`config.mk`:
```
export PLATFORM = sky130hd
export DESIGN_NAME = icache_direct_flat
export DESIGN_NICKNAME = d
export VERILOG_FILES = /design/src/rtl/icache_direct_pkg.sv /design/src/rtl/icache_direct_if.sv /design/src/rtl/icache_direct.sv /design/src/flat_wrapper.sv
export SDC_FILE = /design/constraint.sdc
export NUM_CORES = 1
export LEC_CHECK = 0
export BUFFER_PORTS_ARGS = -buffer_cell sky130_fd_sc_hd__buf_2
export CORE_AREA = 2 2 241 290
export CTS_CLUSTER_DIAMETER = 40
export DETAILED_ROUTE_END_ITERATION = 10
export DIE_AREA = 0 0 243 292
export GPL_TIMING_DRIVEN = 0
export PLACE_DENSITY_LB_ADDON = 0.15
export SLEW_MARGIN = 20
export SYNTH_ARGS = -nofsm -noshare
export SYNTH_HDL_FRONTEND = slang
export SYNTH_SLANG_ARGS = --single-unit
```
`constraint.sdc`:
```
create_clock -name CLK -period 5 [get_ports CLK]
set_input_delay 0.5 -clock CLK [delete_from_list [all_inputs] [get_ports CLK]]
set_output_delay 0.5 -clock CLK [all_outputs]
set_load 0.1 [all_outputs]
```
`src/rtl/icache_direct_pkg.sv`:
```
// Shared types for the direct-mapped instruction cache: word type, address
// split, frame layout and fill FSM states.
package icache_direct_pkg;

  typedef logic [31:0] word_t;

  localparam int unsigned ICACHE_SETS  = 16;
  localparam int unsigned ICACHE_IDX_W = $clog2(ICACHE_SETS);
  localparam int unsigned ICACHE_TAG_W = 30 - ICACHE_IDX_W;

  typedef struct packed {
    logic [ICACHE_TAG_W-1:0] tag;
    logic [ICACHE_IDX_W-1:0] idx;
    logic [1:0]              bytoff;
  } icachef_t;

  typedef struct packed {
    logic                    valid;
    logic [ICACHE_TAG_W-1:0] tag;
    word_t                   data;
  } icache_frame_t;

  typedef enum logic {
    IDLE = 1'b0,
    FILL = 1'b1
  } icache_state_t;

endpackage

```
`src/rtl/icache_direct_if.sv`:
```
// Fetch-side request/response and memory-controller read signals of the icache.
// slave = cache side, master = datapath fetch stage plus memory controller.
interface icache_direct_if;
  import icache_direct_pkg::*;

  logic  imemREN;
  word_t imemaddr;
  logic  flush;
  logic  ihit;
  word_t imemload;
  logic  iREN;
  word_t iaddr;
  logic  iwait;
  word_t iload;

  modport slave (
    input  imemREN, imemaddr, flush, iwait, iload,
    output ihit, imemload, iREN, iaddr
  );

  modport master (
    output imemREN, imemaddr, flush, iwait, iload,
    input  ihit, imemload, iREN, iaddr
  );

endinterface

```
`src/rtl/icache_direct.sv`:
```
// Direct-mapped read-only instruction cache with a one-word miss fill FSM.
// Optional hit/miss counters are built when ICACHE_STATS_EN is defined.
module icache_direct
  import icache_direct_pkg::*;
#(
  parameter int unsigned SETS = 16
) (
  input  logic CLK,
  input  logic nRST,
  icache_direct_if.slave bus
`ifdef ICACHE_STATS_EN
  ,
  output word_t hit_count,
  output word_t miss_count
`endif
);

  localparam int unsigned IDX_W = $clog2(SETS);
  localparam int unsigned TAG_W = 30 - IDX_W;

  icache_state_t    state_q, state_d;
  logic [29:0]      miss_line_q, miss_line_d;
  logic [SETS-1:0]  valid_q, valid_d;
  logic [TAG_W-1:0] tag_q [SETS];
  word_t            data_q [SETS];

  logic [TAG_W-1:0] req_tag, fill_tag;
  logic [IDX_W-1:0] req_idx, fill_idx;
  logic             lookup_hit;
  logic             miss;
  logic             fill_we;
  logic             ihit;
  word_t            imemload;
  logic             iren;
  word_t            iaddr;
  logic             unused_byte_off;

  assign req_tag         = bus.imemaddr[31:IDX_W+2];
  assign req_idx         = bus.imemaddr[IDX_W+1:2];
  assign fill_tag        = miss_line_q[29:IDX_W];
  assign fill_idx        = miss_line_q[IDX_W-1:0];
  assign unused_byte_off = ^bus.imemaddr[1:0];

  assign lookup_hit = valid_q[req_idx] && (tag_q[req_idx] == req_tag);

  always_comb begin
    state_d     = state_q;
    miss_line_d = miss_line_q;
    valid_d     = valid_q;
    fill_we     = 1'b0;
    miss        = 1'b0;
    ihit        = 1'b0;
    imemload    = '0;
    iren        = 1'b0;
    iaddr       = '0;

    unique case (state_q)
      IDLE: begin
        if (bus.imemREN) begin
          if (lookup_hit) begin
            // a flush suppresses the hit but a genuine hit still does not start a fill
            if (!bus.flush) begin
              ihit     = 1'b1;
              imemload = data_q[req_idx];
            end
          end else begin
            miss        = 1'b1;
            miss_line_d = bus.imemaddr[31:2];
            state_d     = FILL;
          end
        end
      end
      FILL: begin
        iren  = 1'b1;
        iaddr = {miss_line_q, 2'b00};
        if (!bus.iwait) begin
          fill_we           = 1'b1;
          valid_d[fill_idx] = 1'b1;
          state_d           = IDLE;
        end
      end
      default: state_d = IDLE;
    endcase

    // flush overrides a same-cycle fill, leaving the new frame invalid
    if (bus.flush) valid_d = '0;
  end

  assign bus.ihit     = ihit;
  assign bus.imemload = imemload;
  assign bus.iREN     = iren;
  assign bus.iaddr    = iaddr;

`ifdef ICACHE_STATS_EN
  word_t hit_count_q, hit_count_d;
  word_t miss_count_q, miss_count_d;

  always_comb begin
    hit_count_d  = hit_count_q + {31'd0, ihit};
    miss_count_d = miss_count_q + {31'd0, miss};
  end

  assign hit_count  = hit_count_q;
  assign miss_count = miss_count_q;
`endif

  always_ff @(posedge CLK or negedge nRST) begin
    if (!nRST) begin
      state_q      <= IDLE;
      miss_line_q  <= '0;
      valid_q      <= '0;
`ifdef ICACHE_STATS_EN
      hit_count_q  <= '0;
      miss_count_q <= '0;
`endif
    end else begin
      state_q      <= state_d;
      miss_line_q  <= miss_line_d;
      valid_q      <= valid_d;
`ifdef ICACHE_STATS_EN
      hit_count_q  <= hit_count_d;
      miss_count_q <= miss_count_d;
`endif
    end
  end

  // tag/data storage carries no reset; validity alone gates lookups
  always_ff @(posedge CLK) begin
    if (fill_we) begin
      tag_q[fill_idx]  <= fill_tag;
      data_q[fill_idx] <= bus.iload;
    end
  end

endmodule

```
`src/flat_wrapper.sv`:
```
// flat-port wrapper written by rule: the top's interface ports become plain ports
module icache_direct_flat import icache_direct_pkg::*;
#(
  parameter int unsigned SETS = 16
)
  (CLK, nRST, bus_imemREN, bus_imemaddr, bus_flush, bus_iwait, bus_iload, bus_ihit, bus_imemload, bus_iREN, bus_iaddr);
  icache_direct_if bus_i ();
  input  logic CLK;
  input  logic nRST;
  input wire logic [$bits(bus_i.imemREN)-1:0] bus_imemREN;
  input wire logic [$bits(bus_i.imemaddr)-1:0] bus_imemaddr;
  input wire logic [$bits(bus_i.flush)-1:0] bus_flush;
  input wire logic [$bits(bus_i.iwait)-1:0] bus_iwait;
  input wire logic [$bits(bus_i.iload)-1:0] bus_iload;
  output wire logic [$bits(bus_i.ihit)-1:0] bus_ihit;
  output wire logic [$bits(bus_i.imemload)-1:0] bus_imemload;
  output wire logic [$bits(bus_i.iREN)-1:0] bus_iREN;
  output wire logic [$bits(bus_i.iaddr)-1:0] bus_iaddr;
  assign bus_i.imemREN = bus_imemREN;
  assign bus_i.imemaddr = bus_imemaddr;
  assign bus_i.flush = bus_flush;
  assign bus_i.iwait = bus_iwait;
  assign bus_i.iload = bus_iload;
  assign bus_ihit = bus_i.ihit;
  assign bus_imemload = bus_i.imemload;
  assign bus_iREN = bus_i.iREN;
  assign bus_iaddr = bus_i.iaddr;
  icache_direct #(.SETS(SETS)) u_core (.CLK(CLK), .nRST(nRST), .bus(bus_i));
endmodule
```
==> results.sh <==
export IMPL_postSynthAreaPerCell_um2=22.9
export IMPL_area_growth_pct=19.7
export IMPL_wl_mm=94.7
export IMPL_synth_seq_cells=975
export IMPL_antenna_found_initial=4
export IMPL_num_rows=105
export IMPL_startpoint="bus_imemaddr[5]"
export IMPL_place_area_um2=41300
export IMPL_diodes=0
export IMPL_syn_area_um2=37900
export IMPL_track_usage_pct=27.3
export IMPL_finalCritPeriodShare_pct=98.0
export IMPL_overflow=0
export IMPL_timing_slew_headroom_pct=30.5
export IMPL_numCtsBuffers=111
export IMPL_setup_ws_ns=0.101
export IMPL_crit_required_ns=4.50
export IMPL_hold_viol_final=0
export IMPL_dp_slack_ns=-1.02
export IMPL_clk_pin_slew_worst_paths_ns=0.06
export IMPL_ys_warn_count=0
export IMPL_crit_end="bus_imemload[5]"
export IMPL_die_area_um2=71000
export IMPL_r2r_start="u_core.tag_q[9][1]"
export IMPL_fin_tns_setup_ns=0
export IMPL_cp_max_fo=10
export IMPL_initial_core_util_pct=55.7
export IMPL_r2r_cells=8
export IMPL_grt_pass1_wl_mm=137
export IMPL_viasPerCell=6.22
export IMPL_final_cell_mix="edfxtp_1, mux4_2, buf_2"
export IMPL_die_h_um=292
export IMPL_reg2reg_to="u_core.miss_line_q[2]"
export IMPL_gp_congestion=0.816
export IMPL_critical_path_class="in -> out"
export IMPL_maxCapViolations=0
export IMPL_num_vias=18400
export IMPL_synth_cell_types=50
export IMPL_setup_violations=0
export IMPL_grt_pass1_vias=19700
export IMPL_grt_max_degree=48
export IMPL_multi_input_area_um2=8540
export IMPL_htree_levels=3
export IMPL_mostFrequentLayoutCell="edfxtp_1"
export IMPL_cp_arrival_ns=4.40
export IMPL_ant_nets=0
export IMPL_drt_wirelength_per_cell_um=31.9
export IMPL_die_w_um=243
export IMPL_whs_ns=0.101
export IMPL_nNetsFinal=2034
export IMPL_crit_path_start_kind="input pin"
export IMPL_layout_drive_gt1_share_pct=37.5
export IMPL_core_area_um2=68100
export IMPL_power_leakage_uw=0.0152
export IMPL_drc=0
export IMPL_hold_class="in -> reg"
export IMPL_clock_sinks=975
export IMPL_rrSetupSlack_ns=1.53
export IMPL_cts_buffer_depth=3
export IMPL_regArea_um2=29000
export IMPL_io_buffers=125
export IMPL_fillers=4448
export IMPL_synth_top_cell_area_share_pct=73.6
export IMPL_async_reset_ff_share_pct=4.82
export IMPL_vdd_drop_max_mv=0.430
export IMPL_insertion_delay_ns=0.67
export IMPL_rsz0062_at_grt="no"
export IMPL_cp_end_kind="primary output"
export IMPL_worst_pin_slew_ns=1.04
export IMPL_power_density_nw_per_um2=436
export IMPL_synth_cells=1654
export IMPL_hpwl_mm=61.4
export IMPL_drtPass1Iterations=7
export IMPL_ys_seq_area_share_pct=76.7
export IMPL_cts_tree="done"
export IMPL_drt_iter0_markers=1932
export IMPL_final_area_um2=45400
export IMPL_clockRootBuffer="clkbuf_16"
export IMPL_synthTopCellsByArea="edfxtp_1, mux4_2, dfrtp_1"
export IMPL_synthFlopType="edfxtp_1"
export IMPL_status="finished clean"
export IMPL_io_pins=135
export IMPL_yosys_area_top_type="edfxtp_1"
export IMPL_fmax_mhz=204
export IMPL_fin_skew_ns=0.0231
export IMPL_finalMaxSlewViolations=0
export IMPL_synth_edf_count=928
export IMPL_finalCriticalPeriod_ns=4.90
## cells in the mapped netlist, drive strengths merged, types with 3 or more instances
cell type / instances
edfxtp: 928
mux4: 258
and2: 65
buf: 55
nor2: 50
dfrtp: 47
mux2i: 42
mux2: 37
clkbuf: 31
xnor2: 22
xor2: 14
nand2b: 13
a22oi: 10
nand2: 10
nor2b: 10
a221oi: 7
nor3: 6
nand3: 5
a21oi: 4
a22o: 4
nor4: 4
a211oi: 3
or3: 3
## flip-flops by register name, summed over array words and instances (netlist names)
signal,count
u_core.data_q,512
u_core.miss_line_q,30
u_core.state_q,1
u_core.tag_q,416
u_core.valid_q,16
## where the power goes
group	internal [uW]	switching (uW)
sequential	9390	280
combinational	560	1030
clock	5180	3350
total	15100	4670
## kinds of logic (layout without fill, tap and decap cells)
kind of cell | after synthesis | after routing | share of synthesized area, %
compound gates | 46 | 46 | 0.981
mux | 337 | 337 | 17.8
buf+inv | 87 | 491 | 1.26
other cells | 1 | 2 | 0.00990
simple gates | 172 | 172 | 2.49
flops | 975 | 975 | 76.7
xor+xnor | 36 | 36 | 0.832
## what timing repair did
action,CTS,global route
setup buffers,2,0
pin swaps,1,0
endpoints found under the setup margin,33,26
resized for setup,41,16
endpoints found under the hold margin,47,0
hold buffers,1,0
## stage by stage
| step | total power [uW] | instances | util, % |
|---|---|---|---|
| after CTS | 19900 | 2968 | 66.6 |
| after global placement | 11300 | 2689 | 58.3 |
| final | 19800 | 2968 | 66.7 |
| after floorplan | 10800 | 1655 | - |
| after detailed placement | 11400 | 2758 | 60.7 |
| after global routing | 20300 | 2968 | 66.7 |
## worst max-delay path, stage by stage
cell             delay (ns)
buf_2                  0.13
buf_2                  0.37
clkbuf_4               0.37
clkdlybuf4s18_2        0.50
clkbuf_4               0.45
a32oi_1                0.18
o32ai_2                0.30
nand3_1                0.21
nor4b_4                0.30
buf_4                  0.22
buf_6                  0.18
and2_1                 0.21
buf_2                  0.45
## area by class of cell
| type | instances | area share [%] |
|---|---|---|
| Timing Repair Buffer | 197 | 4.79 |
| Clock inverter | 89 | 2.42 |
| Sequential cell | 975 | 64.0 |
| Inverter | 1 | 0.0110 |
| Tap cell | 909 | 2.51 |
| Buffer | 86 | 1.21 |
| Clock buffer | 118 | 6.23 |
| Multi-Input combinational cell | 593 | 18.8 |
## metal layers
layer	vias up	part of all wire (%)	GRT usage, %
li1	7581	-	-
met1	9875	37	34.2
met2	804	54	48.6
met3	181	6.6	4.21
met4	8	3.2	9.52
met5	-	0.056	0
## worst min-delay path by stage
stage,startpoint,endpoint,cells after the start
after floorplan,nRST,u_core.miss_line_q[0],0
after global placement,u_core.valid_q[2],u_core.valid_q[2],2
after detailed placement,u_core.valid_q[13],u_core.valid_q[13],2
after CTS,bus_imemaddr[26],u_core.miss_line_q[24],2
after global routing,bus_imemaddr[26],u_core.miss_line_q[24],2
final,bus_imemaddr[26],u_core.miss_line_q[24],2
No activity file was read; power rests on OpenSTA's default activity.
